<file path="config.mk">
export PLATFORM = sky130hd
export DESIGN_NAME = decode_stage_flat
export DESIGN_NICKNAME = d
export VERILOG_FILES = /design/src/rtl/riscv_pkg.sv /design/src/rtl/decode_stage_if.sv /design/src/rtl/imm_gen.sv /design/src/rtl/decode_stage.sv /design/src/flat_wrapper.sv
export SDC_FILE = /design/constraint.sdc
export NUM_CORES = 1
export LEC_CHECK = 0
export BUFFER_PORTS_ARGS = -buffer_cell sky130_fd_sc_hd__buf_2
export CAP_MARGIN = 20
export CORE_ASPECT_RATIO = 1.25
export CORE_MARGIN = 4
export CORE_UTILIZATION = 45
export CTS_CLUSTER_SIZE = 12
export DETAILED_ROUTE_END_ITERATION = 10
export MAX_ROUTING_LAYER = met4
export PLACE_DENSITY = 0.79
export SYNTH_ARGS = -nofsm -noshare
export SYNTH_HDL_FRONTEND = slang
export SYNTH_SLANG_ARGS = --single-unit
</file>
<file path="constraint.sdc">
create_clock -name clk -period 1.76 [get_ports clk]
set_input_delay 0.088 -clock clk [delete_from_list [all_inputs] [get_ports clk]]
set_output_delay 0.088 -clock clk [all_outputs]
set_load 0.02 [all_outputs]
</file>
<file path="src/rtl/riscv_pkg.sv">
// Shared RISC-V decode types: instruction formats, opcode constants and the
// decoded bundle carried from the decode stage to issue.
package riscv_pkg;

  localparam int XLEN_MAX = 64;

  typedef enum logic [2:0] {
    ITYPE_I  = 3'd0,
    ITYPE_U  = 3'd1,
    ITYPE_S  = 3'd2,
    ITYPE_R  = 3'd3,
    ITYPE_SB = 3'd4,
    ITYPE_UJ = 3'd5
  } itype_e;

  localparam logic [6:0] OP_LOAD   = 7'h03;
  localparam logic [6:0] OP_IMM    = 7'h13;
  localparam logic [6:0] OP_IMM32  = 7'h1B;
  localparam logic [6:0] OP_JALR   = 7'h67;
  localparam logic [6:0] OP_AUIPC  = 7'h17;
  localparam logic [6:0] OP_LUI    = 7'h37;
  localparam logic [6:0] OP_STORE  = 7'h23;
  localparam logic [6:0] OP_OP     = 7'h33;
  localparam logic [6:0] OP_OP32   = 7'h3B;
  localparam logic [6:0] OP_BRANCH = 7'h63;
  localparam logic [6:0] OP_JAL    = 7'h6F;

  // pc and imm are sized for the widest datapath; narrower builds use the low bits
  typedef struct packed {
    logic [XLEN_MAX-1:0] pc;
    logic [6:0]          opcode;
    logic [4:0]          rd;
    logic [2:0]          funct3;
    logic [4:0]          rs1;
    logic [4:0]          rs2;
    logic [6:0]          funct7;
    itype_e              itype;
    logic [XLEN_MAX-1:0] imm;
    logic                rs1Used;
    logic                rs2Used;
    logic                rdWe;
    logic                illegal;
  } decoded_t;

endpackage

</file>
<file path="src/rtl/decode_stage_if.sv">
// Fetch-side and issue-side handshake bundle of the decode stage.
interface decode_stage_if #(
  parameter int XLEN = 32
);

  logic            in_valid;
  logic            in_ready;
  logic [31:0]     in_instr;
  logic [XLEN-1:0] in_pc;

  logic            out_valid;
  logic            out_ready;
  logic [XLEN-1:0] out_pc;
  logic [6:0]      out_opcode;
  logic [4:0]      out_rd;
  logic [2:0]      out_funct3;
  logic [4:0]      out_rs1;
  logic [4:0]      out_rs2;
  logic [6:0]      out_funct7;
  logic [2:0]      out_itype;
  logic [XLEN-1:0] out_imm;
  logic            out_rs1_used;
  logic            out_rs2_used;
  logic            out_rd_we;
  logic            out_illegal;

  modport master (
    output in_valid, in_instr, in_pc, out_ready,
    input  in_ready, out_valid, out_pc, out_opcode, out_rd, out_funct3,
           out_rs1, out_rs2, out_funct7, out_itype, out_imm,
           out_rs1_used, out_rs2_used, out_rd_we, out_illegal
  );

  modport slave (
    input  in_valid, in_instr, in_pc, out_ready,
    output in_ready, out_valid, out_pc, out_opcode, out_rd, out_funct3,
           out_rs1, out_rs2, out_funct7, out_itype, out_imm,
           out_rs1_used, out_rs2_used, out_rd_we, out_illegal
  );

endinterface

</file>
<file path="src/rtl/imm_gen.sv">
// Immediate generator: reassembles the scattered immediate bits of each
// instruction format and sign-extends the result to XLEN.
module imm_gen
  import riscv_pkg::*;
#(
  parameter int XLEN = 32
) (
  input  logic [31:0]     i_instr,
  input  itype_e          i_itype,
  output logic [XLEN-1:0] o_imm
);

  logic [31:0] w_imm32;

  always_comb begin
    w_imm32 = '0;
    case (i_itype)
      ITYPE_I:  w_imm32 = {{20{i_instr[31]}}, i_instr[31:20]};
      ITYPE_S:  w_imm32 = {{20{i_instr[31]}}, i_instr[31:25], i_instr[11:7]};
      ITYPE_SB: w_imm32 = {{19{i_instr[31]}}, i_instr[31], i_instr[7],
                           i_instr[30:25], i_instr[11:8], 1'b0};
      ITYPE_U:  w_imm32 = {i_instr[31:12], 12'b0};
      ITYPE_UJ: w_imm32 = {{11{i_instr[31]}}, i_instr[31], i_instr[19:12],
                           i_instr[20], i_instr[30:21], 1'b0};
      default:  w_imm32 = '0;
    endcase
  end

  // Every format's immediate fits in 32 bits, so widening is a plain sign extension
  assign o_imm = XLEN'($signed(w_imm32));

endmodule

</file>
<file path="src/rtl/decode_stage.sv">
// RISC-V decode stage: classifies each instruction, builds the decoded bundle
// and holds it in a main/skid register pair so in_ready comes from a flop.
module decode_stage
  import riscv_pkg::*;
#(
  parameter int XLEN = 32
) (
  input  logic          clk,
  input  logic          rst_n,
  input  logic          flush,
  decode_stage_if.slave bus
);

  logic [6:0]      w_opcode;
  itype_e          w_rawItype;
  logic            w_known;
  logic            w_illegal;
  logic [XLEN-1:0] w_imm;
  decoded_t        w_decoded;

  decoded_t        r_main;
  decoded_t        r_skid;
  logic            r_mainValid;
  logic            r_skidValid;
  logic            r_inReady;

  logic            w_accept;
  logic            w_drain;
  logic            w_loadMainIn;
  logic            w_loadMainSkid;
  logic            w_loadSkid;
  logic            w_mainValidNext;
  logic            w_skidValidNext;

  assign w_opcode = bus.in_instr[6:0];

  always_comb begin
    w_rawItype = ITYPE_I;
    w_known    = 1'b1;
    case (w_opcode)
      OP_LOAD, OP_IMM, OP_JALR: w_rawItype = ITYPE_I;
      OP_IMM32: begin
        w_rawItype = ITYPE_I;
        w_known    = (XLEN == 64);
      end
      OP_AUIPC, OP_LUI: w_rawItype = ITYPE_U;
      OP_STORE:         w_rawItype = ITYPE_S;
      OP_OP:            w_rawItype = ITYPE_R;
      OP_OP32: begin
        w_rawItype = ITYPE_R;
        w_known    = (XLEN == 64);
      end
      OP_BRANCH:        w_rawItype = ITYPE_SB;
      OP_JAL:           w_rawItype = ITYPE_UJ;
      default:          w_known    = 1'b0;
    endcase
    w_illegal = !w_known || (bus.in_instr[1:0] != 2'b11);
  end

  imm_gen #(
    .XLEN(XLEN)
  ) u_immGen (
    .i_instr(bus.in_instr),
    .i_itype(w_rawItype),
    .o_imm  (w_imm)
  );

  // Illegal encodings keep their raw fields but look like a harmless I-type
  always_comb begin
    w_decoded         = '0;
    w_decoded.pc      = XLEN_MAX'(bus.in_pc);
    w_decoded.opcode  = w_opcode;
    w_decoded.rd      = bus.in_instr[11:7];
    w_decoded.funct3  = bus.in_instr[14:12];
    w_decoded.rs1     = bus.in_instr[19:15];
    w_decoded.rs2     = bus.in_instr[24:20];
    w_decoded.funct7  = bus.in_instr[31:25];
    w_decoded.itype   = w_illegal ? ITYPE_I : w_rawItype;
    w_decoded.imm     = w_illegal ? '0 : XLEN_MAX'(w_imm);
    w_decoded.illegal = w_illegal;
    if (!w_illegal) begin
      case (w_rawItype)
        ITYPE_I: begin
          w_decoded.rs1Used = 1'b1;
          w_decoded.rdWe    = (bus.in_instr[11:7] != 5'd0);
        end
        ITYPE_U:  w_decoded.rdWe = (bus.in_instr[11:7] != 5'd0);
        ITYPE_S, ITYPE_SB: begin
          w_decoded.rs1Used = 1'b1;
          w_decoded.rs2Used = 1'b1;
        end
        ITYPE_R: begin
          w_decoded.rs1Used = 1'b1;
          w_decoded.rs2Used = 1'b1;
          w_decoded.rdWe    = (bus.in_instr[11:7] != 5'd0);
        end
        ITYPE_UJ: w_decoded.rdWe = (bus.in_instr[11:7] != 5'd0);
        default:  w_decoded.rdWe = 1'b0;
      endcase
    end
  end

  // A flushed cycle never accepts, even when in_ready is high
  assign w_accept = bus.in_valid && r_inReady && !flush;
  assign w_drain  = r_mainValid && bus.out_ready;

  always_comb begin
    w_loadMainIn    = 1'b0;
    w_loadMainSkid  = 1'b0;
    w_loadSkid      = 1'b0;
    w_mainValidNext = r_mainValid;
    w_skidValidNext = r_skidValid;
    if (flush) begin
      w_mainValidNext = 1'b0;
      w_skidValidNext = 1'b0;
    end else if (!r_mainValid || w_drain) begin
      if (r_skidValid) begin
        w_loadMainSkid  = 1'b1;
        w_mainValidNext = 1'b1;
        w_skidValidNext = 1'b0;
      end else if (w_accept) begin
        w_loadMainIn    = 1'b1;
        w_mainValidNext = 1'b1;
      end else begin
        w_mainValidNext = 1'b0;
      end
    end else if (w_accept) begin
      w_loadSkid      = 1'b1;
      w_skidValidNext = 1'b1;
    end
  end

  always_ff @(posedge clk or negedge rst_n) begin
    if (!rst_n) begin
      r_mainValid <= 1'b0;
      r_skidValid <= 1'b0;
      r_inReady   <= 1'b1;
      r_main      <= '0;
      r_skid      <= '0;
    end else begin
      r_mainValid <= w_mainValidNext;
      r_skidValid <= w_skidValidNext;
      r_inReady   <= !w_skidValidNext;
      if (w_loadMainSkid) begin
        r_main <= r_skid;
      end else if (w_loadMainIn) begin
        r_main <= w_decoded;
      end
      if (w_loadSkid) begin
        r_skid <= w_decoded;
      end
    end
  end

  assign bus.in_ready     = r_inReady;
  assign bus.out_valid    = r_mainValid;
  assign bus.out_pc       = r_main.pc[XLEN-1:0];
  assign bus.out_opcode   = r_main.opcode;
  assign bus.out_rd       = r_main.rd;
  assign bus.out_funct3   = r_main.funct3;
  assign bus.out_rs1      = r_main.rs1;
  assign bus.out_rs2      = r_main.rs2;
  assign bus.out_funct7   = r_main.funct7;
  assign bus.out_itype    = r_main.itype;
  assign bus.out_imm      = r_main.imm[XLEN-1:0];
  assign bus.out_rs1_used = r_main.rs1Used;
  assign bus.out_rs2_used = r_main.rs2Used;
  assign bus.out_rd_we    = r_main.rdWe;
  assign bus.out_illegal  = r_main.illegal;

endmodule
</file>
<file path="src/flat_wrapper.sv">
// flat-port wrapper written by rule: the top's interface ports become plain ports
module decode_stage_flat import riscv_pkg::*;
#(
  parameter int XLEN = 32
)
  (clk, rst_n, flush, bus_in_valid, bus_in_instr, bus_in_pc, bus_out_ready, bus_in_ready, bus_out_valid, bus_out_pc, bus_out_opcode, bus_out_rd, bus_out_funct3, bus_out_rs1, bus_out_rs2, bus_out_funct7, bus_out_itype, bus_out_imm, bus_out_rs1_used, bus_out_rs2_used, bus_out_rd_we, bus_out_illegal);
  decode_stage_if #(.XLEN(XLEN)) bus_i ();
  input  logic clk;
  input  logic rst_n;
  input  logic flush;
  input wire logic [$bits(bus_i.in_valid)-1:0] bus_in_valid;
  input wire logic [$bits(bus_i.in_instr)-1:0] bus_in_instr;
  input wire logic [$bits(bus_i.in_pc)-1:0] bus_in_pc;
  input wire logic [$bits(bus_i.out_ready)-1:0] bus_out_ready;
  output wire logic [$bits(bus_i.in_ready)-1:0] bus_in_ready;
  output wire logic [$bits(bus_i.out_valid)-1:0] bus_out_valid;
  output wire logic [$bits(bus_i.out_pc)-1:0] bus_out_pc;
  output wire logic [$bits(bus_i.out_opcode)-1:0] bus_out_opcode;
  output wire logic [$bits(bus_i.out_rd)-1:0] bus_out_rd;
  output wire logic [$bits(bus_i.out_funct3)-1:0] bus_out_funct3;
  output wire logic [$bits(bus_i.out_rs1)-1:0] bus_out_rs1;
  output wire logic [$bits(bus_i.out_rs2)-1:0] bus_out_rs2;
  output wire logic [$bits(bus_i.out_funct7)-1:0] bus_out_funct7;
  output wire logic [$bits(bus_i.out_itype)-1:0] bus_out_itype;
  output wire logic [$bits(bus_i.out_imm)-1:0] bus_out_imm;
  output wire logic [$bits(bus_i.out_rs1_used)-1:0] bus_out_rs1_used;
  output wire logic [$bits(bus_i.out_rs2_used)-1:0] bus_out_rs2_used;
  output wire logic [$bits(bus_i.out_rd_we)-1:0] bus_out_rd_we;
  output wire logic [$bits(bus_i.out_illegal)-1:0] bus_out_illegal;
  assign bus_i.in_valid = bus_in_valid;
  assign bus_i.in_instr = bus_in_instr;
  assign bus_i.in_pc = bus_in_pc;
  assign bus_i.out_ready = bus_out_ready;
  assign bus_in_ready = bus_i.in_ready;
  assign bus_out_valid = bus_i.out_valid;
  assign bus_out_pc = bus_i.out_pc;
  assign bus_out_opcode = bus_i.out_opcode;
  assign bus_out_rd = bus_i.out_rd;
  assign bus_out_funct3 = bus_i.out_funct3;
  assign bus_out_rs1 = bus_i.out_rs1;
  assign bus_out_rs2 = bus_i.out_rs2;
  assign bus_out_funct7 = bus_i.out_funct7;
  assign bus_out_itype = bus_i.out_itype;
  assign bus_out_imm = bus_i.out_imm;
  assign bus_out_rs1_used = bus_i.out_rs1_used;
  assign bus_out_rs2_used = bus_i.out_rs2_used;
  assign bus_out_rd_we = bus_i.out_rd_we;
  assign bus_out_illegal = bus_i.out_illegal;
  decode_stage #(.XLEN(XLEN)) u_core (.clk(clk), .rst_n(rst_n), .flush(flush), .bus(bus_i));
endmodule
</file>
# After elaboration in Yosys (flattened, before gate mapping)
# Cells that the tools add are included.
# op_classes
reduce_logical	19
n_eq_ne	16
mux	26
# ops
cell	count
135-bit two-way mux	2
32-bit one-hot mux with 5 select lines	1
32-bit two-way mux	1
7-bit by 6-bit == test with 1-bit output (second input constant)	4
7-bit == test (second input constant)	3
1-bit two-way mux	19
3-bit one-hot mux with 5 select lines	1
7-bit by 5-bit == test with 1-bit output (second input constant)	2
9-bit OR reduction	1
4-bit OR reduction	2
7-bit by 2-bit == test with 1-bit output (second input constant)	1
3-bit by 2-bit == test with 1-bit output (second input constant)	2
3-bit == test (second input constant)	2
3-bit two-way mux	2
5-bit nonzero test	1
1-bit logical NOT	4
2-bit nonzero test	2
2-bit OR reduction	2
3-bit by 1-bit == test with 1-bit output (second input constant)	1
1-bit logical AND	3
3-bit logical NOT	1
3-bit OR reduction	1
1-bit logical OR	2
2-bit != test (second input constant)	1
# totals
elab_cells	90
regBits	241

# Logic depth before layout (Yosys ltp)
# Gate-level depths: netlist of run 1.
# depth
ltp_word	9
ltp_mapped	8
depth_no_buf	5

# Cells and area by module
# From an unflattened synthesis of run 1, not the netlist that was laid out.
# hier_totals
cells_unflattened	886
area_unflattened_um2	9449.1
# by_module_without_submodules
mod	cells_each	seq_area_each_um2	instances	area_per_inst_um2
decode_stage	804	5231.3	1	8841.0
imm_gen	82	0.0	1	608.1

# Worst setup path after synthesis of run 1
# Ideal clock, no wire load.
# synth_timing
path_kind	register to register
from	register u_core.r_inReady, in the netlist u_core.bus.in_ready
to	register u_core.r_skid[10] (netlist name)
slack_ps	69
arrival_time_ps	1573
path_stages_with_launch	8
setup_ps	118
required_ps	1642
path_cell_list	dfstp_2 > nand2_1 > or3_1 > clkbuf_1 > buf_2 > buf_1 > nand2_1 > nand2_1
# synth_via
elab_chain_len	5
# synth_lines
item	line_no	rtl
start, declared	decode_stage.sv:25	logic r_inReady;
start signal, assigned	decode_stage.sv:143	r_inReady <= !w_skidValidNext;
1-bit logical AND (2 in a row)	decode_stage.sv:104	assign w_accept = bus.in_valid && r_inReady && !flush;
1-bit two-way mux	decode_stage.sv:127	end else if (w_accept) begin
1-bit two-way mux	decode_stage.sv:116	end else if (!r_mainValid || w_drain) begin
1-bit two-way mux	decode_stage.sv:113	if (flush) begin
end signal, assigned	decode_stage.sv:150	r_skid <= w_decoded;
end, declared	decode_stage.sv:22	decoded_t r_skid;
# Every way passes these cells.
# A chain may end at the register's enable or synchronous reset.

# Final worst setup path of run 1
# layout_timing
from	register u_core.r_inReady, in the netlist u_core.bus.in_ready
to	register u_core.r_main, in the netlist u_core.bus.out_imm[14]
# layout_via
elab_chain_len	7
# layout_lines
item	line_no	rtl
1-bit logical AND (2 in a row)	decode_stage.sv:104	
1-bit two-way mux	decode_stage.sv:121	end else if (w_accept) begin
1-bit two-way mux	decode_stage.sv:117	if (r_skidValid) begin
1-bit two-way mux	decode_stage.sv:116	
1-bit two-way mux	decode_stage.sv:113	
2-bit nonzero test (no source line)	-	
end signal, assigned	decode_stage.sv:145	r_main <= r_skid;
end signal, assigned	decode_stage.sv:147	r_main <= w_decoded;
end, declared	decode_stage.sv:21	decoded_t r_main;
# Every way passes these cells.

==> results.cfg, run 1 <==
[status]
outcome = complete, no violations

[route]
viasPerCell = 5.55
drtPass1Iterations = 7
routed.top_layer = met4
wirelength_met1_mm = 10.7
first_iter_violations = 649
wire_per_inst_um = 17.7
drcViolationCount = 0
drtAntennaViolNets = 0
dr_wl_met3_mm = 1.73
wl_mm = 26.3
wl_met2_mm = 13.1
num_vias = 8239

[grt]
antenna_found_initial = 0
grt.overflow.total = 0
grt_max_degree = 104
grt_pass1_wl_mm = 42.7
grtUsageTotal_pct = 23.8
grt_pass1_vias = 8255

[final_layout]
num-fill-cells = 1612
ff_latch_area_um2 = 5230
multi_input_area_um2 = 3550
drive_gt1_share_pct = 23.4
final_util_pct = 60.5
area_growth_pct = 31.1
fin_cells = 1485
fin_nets = 1280
antenna_cells = 0
final_cell_area_um2 = 11900

[setup_path]
cp_data_arrival_time_ps = 2090
critPathTopFamily = flip-flops
required_ps = 2140
critPathMostFrequentCell = buf_4
worst-path-max-fanout = 10
critPathCaptureType = register
cp-start-kind = register
path_cells = a21oi_1 -> nor2_2 -> nand2_4 -> buf_4 -> buf_4 -> a22oi_1 -> o21ai_1
crit_slowest_cell = dfstp_2
critical_path_buf_inv_count = 2
critPathKind = reg -> reg
cpPeakStageDelay_ps = 540

[synth]
syn_area_per_cell_um2 = 9.23
synth_seq_area_share_pct = 57.8
syn_inst = 980
synth-edff-count = 0
yosys.area.top_type = dfrtp_1
synth_cell_types = 51
synthMuxAreaShare_pct = 0
synth_fa_ha_area_share_pct = 0
synthesis.nets = 1049
synth_area_leaders = dfrtp_1 (58%), nand2_1 (14%), o21ai_0 (5.6%), o22ai_1 (4.6%), a22oi_1 (2.1%)
synth_compound_area_share_pct = 20.5
yosys.area_share.simple_pct = 17.7
synth_xor_area_share_pct = 0.0968
yosysWarningCount = 0
synth-seq-cells = 209
synth-async-reset-ratio_pct = 100
yosysTopAreaCellShare_pct = 57.5
syn_area_um2 = 9050
synth_top_family_by_area = compound AO/OA/AOI/OAI gates
ys.flop_type = dfrtp_1

[power]
p_per_area_nw_per_um2 = 1060
peakVddDrop_mv = 0.577
total_leakage_power_nw = 5.78

[floorplanning]
die_y_um = 167
row_count = 57
die_area_um2 = 22400
start_util_pct = 46.1
core_area_um2 = 19600
ios = 174
dieWidth_um = 135

[timing]
worstMarginPinSlew_ps = 536
period_share_pct = 97.5
relSlewSlack_pct = 64.3
max_freq_mhz = 582
rsz0062_at_grt = true
clock_skew_ps = 6.06
finalHoldViolCount = 0
timing.setup.tns_ps = 0
drv_slew = 0
finalSetupViolations = 0
fin_crit_ps = 1720

[clocking]
clk_pin_slew_ps = 60
cts_max_path_buffers = 3
cts_tree = done
cts-root-buf = clkbuf_16
insertion_delay_ps = 500
clock-sinks = 209
cts_htree_levels = 1
cts_buffers = 22

[place]
finalWeightedCongestion = 0.855
portBuffers = 173
dp.cells = 1379
dp_hpwl_mm = 17.0
place_area_um2 = 10400

[job]
cap_violations = 0

[worst_hold_path]
hp-class = in -> async
kinds of logic (layout without fill, tap and decap cells):
family,Yosys count,in the layout
flip-flops,209,209
buffers and inverters,83,323
XOR/XNOR,1,1
AO/OA/AOI/OAI,298,298
AND/OR/NAND/NOR,389,389
metrics by stage:
step / power (mW) / setup slack [ps] / hold WS (ps)
3_3_place_gp: 7.91 / 64.4 / 115
6_report: 12.6 / 43.2 / 125
3_5_place_dp: 8.02 / -18.2 / 121
5_1_grt: 13.2 / -78.7 / 186
2_1_floorplan: 7.09 / 69.0 / -208
4_1_cts: 12.6 / 31.7 / 98.6
report_power, final:
part	internal (mW)	switching [mW]	leakage, nW
Clock	2.66	1.82	0.335
Combinational	0.816	1.39	2.74
Sequential	5.50	0.389	2.71
Total	8.98	3.60	5.78
final timing paths:
path                                      from                        to  slack (ps)  cells past startpoint
max in group asynchronous                rst_n     u_core.bus.out_rs2[2]         960                      3
max reg2reg                u_core.bus.in_ready    u_core.bus.out_imm[14]          40                      7
min in group clk                  bus_in_valid         u_core.r_skid[69]         150                      6
min                                      rst_n  u_core.bus.out_funct3[0]         130                      2
min reg2reg                  u_core.r_skid[11]         u_core.r_skid[11]         470                      2
max                        u_core.bus.in_ready    u_core.bus.out_imm[14]          40                      7
cell usage after synthesis, types with 2 or more instances:
cell type	number
a22o_1	11
o21ai_2	2
dfrtp_1	208
buf_6	2
o21ai_0	102
a21oi_2	10
buf_2	20
nand4b_1	2
nor2_1	8
o22ai_1	66
nand3_1	20
o21ai_1	27
a21oi_1	16
nand2b_1	9
nand2_1	329
buf_1	3
or4_1	2
o21a_1	15
a22oi_1	25
nor3_1	3
inv_1	7
clkbuf_1	50
o31ai_1	15
layer usage:
| metal | up-vias | GRT usage [%] |
|---|---|---|
| met5 | - | - |
| met4 | 0 | 7.62 |
| met3 | 65 | 3.98 |
| met2 | 322 | 38.7 |
| met1 | 4017 | 30.4 |
| li1 | 3835 | - |
layout make-up:
type | instances | area share, %
Tap cell | 265 | 2.79
Clock inverter | 2 | 0.295
Multi-Input combinational cell | 688 | 30.0
Timing Repair Buffer | 283 | 17.2
Sequential cell | 209 | 44.1
Clock buffer | 31 | 5.44
Inverter | 7 | 0.232
timing repair:
action | CTS | global route
buffers inserted | 0 | 5
hold buffers | 68 | 0
setup endpoints to repair | 22 | 106
hold endpoints to repair | 218 | 0
pin swaps | 0 | 2
resized for setup | 1 | 19
placed cells by master (no fill, tap or decap), types with 15 or more instances in the layout:
cell type        n
dfrtp_1        208
dlygate4sd3_1   68
buf_2          172
buf_4           26
nand2_1        328
o21a_1          15
a22oi_1         20
o22ai_1         66
nand3_1         20
o21ai_1         27
clkbuf_16       23
a21oi_1         15
o21ai_0        102
registers in the layout, summed over array words and instances (netlist names), 3 cells and up:
register               cells
u_core.r_skid            103
u_core.bus.out_imm        32
u_core.bus.out_pc         32
u_core.bus.out_funct7      7
u_core.bus.out_opcode      7
u_core.bus.out_rd          5
u_core.bus.out_rs1         5
u_core.bus.out_rs2         5
u_core.bus.out_funct3      3
u_core.bus.out_itype       3
No activity file was read; power rests on OpenSTA's default activity.
==> inputs of run 2 (changes only) <==
==> constraint.sdc (replaced) <==
create_clock -name clk -period 2 [get_ports clk]
set_input_delay 0.1 -clock clk [delete_from_list [all_inputs] [get_ports clk]]
set_output_delay 0.1 -clock clk [all_outputs]
set_load 0.02 [all_outputs]
==> run 2 against run 1 <==
Against the previous run: sequential power down 12%; highest routed layer unchanged; clock power down 12%; final cell count decreased by 0.74%; total power fell by 13%; largest cell class unchanged.
==> results.cfg, run 2 (synthesis gave the netlist of run 1 again) <==
[floorplanning]
die_area_um2 = 22400
row_count = 57
dieWidth_um = 135
start_util_pct = 46.1
ios = 174
core_area_um2 = 19600
die_y_um = 167

[power]
p_per_area_nw_per_um2 = 943
peakVddDrop_mv = 0.503
total_leakage_power_nw = 5.71

[setup_path]
worst-path-max-fanout = 26
r2r_cells = 4
cp-start-kind = register
critPathKind = reg -> reg
required_ps = 2390
critPathCaptureType = register
cp_data_arrival_time_ps = 2180
r2r_slack_ps = 200

[clocking]
clk_pin_slew_ps = 60
cts_htree_levels = 1
cts_tree = done
post_cts_buffers = 0
clock-sinks = 209
cts_buffers = 22
cts_max_path_buffers = 3
cts-root-buf = clkbuf_16
insertion_delay_ps = 500

[grt]
grt_pass1_wl_mm = 42.0
grt.overflow.total = 0
grt_max_degree = 96
antenna_found_initial = 1
grt_pass1_vias = 8238
grtUsageTotal_pct = 23.3

[place]
place_ws_ps = 42.8
portBuffers = 173
finalWeightedCongestion = 0.831
dp.cells = 1373
dp_hpwl_mm = 16.7

[timing]
worstMarginPinSlew_ps = 585
relSlewSlack_pct = 61.0
finalHoldViolCount = 0
worst_slack_ps = 202
drv_slew = 0
max_freq_mhz = 556
rsz0062_at_grt = false
fin_crit_ps = 1800
clock_skew_ps = 10.9
timing.setup.tns_ps = 0
finalSetupViolations = 0
period_share_pct = 89.9

[route]
first_iter_violations = 580
drcViolationCount = 0
viasPerCell = 5.51
drtAntennaViolNets = 0
wl_mm = 25.9
drtPass1Iterations = 5
wire_per_inst_um = 17.6
num_vias = 8126

[status]
outcome = complete, no violations

[final_layout]
largest_register = u_core.r_skid
largest_reg_flops = 103
layout_commonest_cell = nand2_1
ff_latch_area_um2 = 5230
drive_gt1_share_pct = 21.6
final_util_pct = 59.4
area_growth_pct = 28.9
fin_cells = 1474
multi_input_area_um2 = 3490
num-fill-cells = 1634
fin_nets = 1268
layout_common_cells = nand2_1 (328), dfrtp_1 (208), buf_2 (172), o21ai_0 (102), dlygate4sd3_1 (67)

[job]
cap_violations = 0

[worst_hold_path]
hold_depth = 3
hp-class = in -> reg
run 2: changes by cell type in the layout (fill, tap and decap cells not counted), moves of 3 or more:
| cell | delta |
|---|---|
| a22oi_1 | +5 |
| buf_12 | -3 |
| a22oi_2 | -5 |
| buf_4 | -5 |
run 2: area by class of cell:
type                            instances  area share [%]
Clock buffer                           31            5.54
Antenna cell                            1          0.0215
Multi-Input combinational cell        688            29.9
Inverter                                7           0.236
Clock inverter                          2           0.301
Sequential cell                       209            44.9
Timing Repair Buffer                  271            16.2
Tap cell                              265            2.84
run 2: worst max-delay path, stage by stage (launching register included):
cell,delay [ps]
dfrtp_1,370
nand2b_1,190
or3_4,610
buf_12,240
o31ai_1,270
run 2: repair_timing:
action                                  CTS  global route
hold endpoints to repair                204             0
endpoints found under the setup margin    1             0
hold buffers                             67             0
gates resized for setup                   1             0
run 2: path summary, 6_finish.rpt:
path / end / from
worst max register to register: u_core.r_skid[25] / u_core.bus.out_valid
worst min-delay path: u_core.r_skid[102] / bus_in_instr[6]
worst max-delay path: u_core.r_skid[25] / u_core.bus.out_valid
max in group asynchronous: u_core.bus.in_ready / rst_n
worst min register to register: u_core.r_skid[9] / u_core.r_skid[9]
min in group asynchronous: u_core.r_skid[88] / rst_n
run 2: through the flow:
step	cell area, um2	total power [mW]	hold WS [ps]
after global placement	10300	6.95	130
after detailed placement	10300	7.03	137
after global routing	11700	11.5	70.0
final	11700	11.0	59.2
after CTS	11700	11.1	40.7
after floorplan	9050	6.24	-196
run 2: report_power, final:
group,internal [mW],leakage (nW),switching (mW)
clock,2.34,0.335,1.57
combinational,0.692,2.66,1.20
sequential,4.84,2.71,0.338
run 2: routing by layer:
layer,global-route usage [%],part of all wire [%],wire [um]
met1,29.6,41,10700
met2,37.3,48,12400
met3,3.35,6.3,1630
met4,10.4,4.5,1180
met5,-,0,0
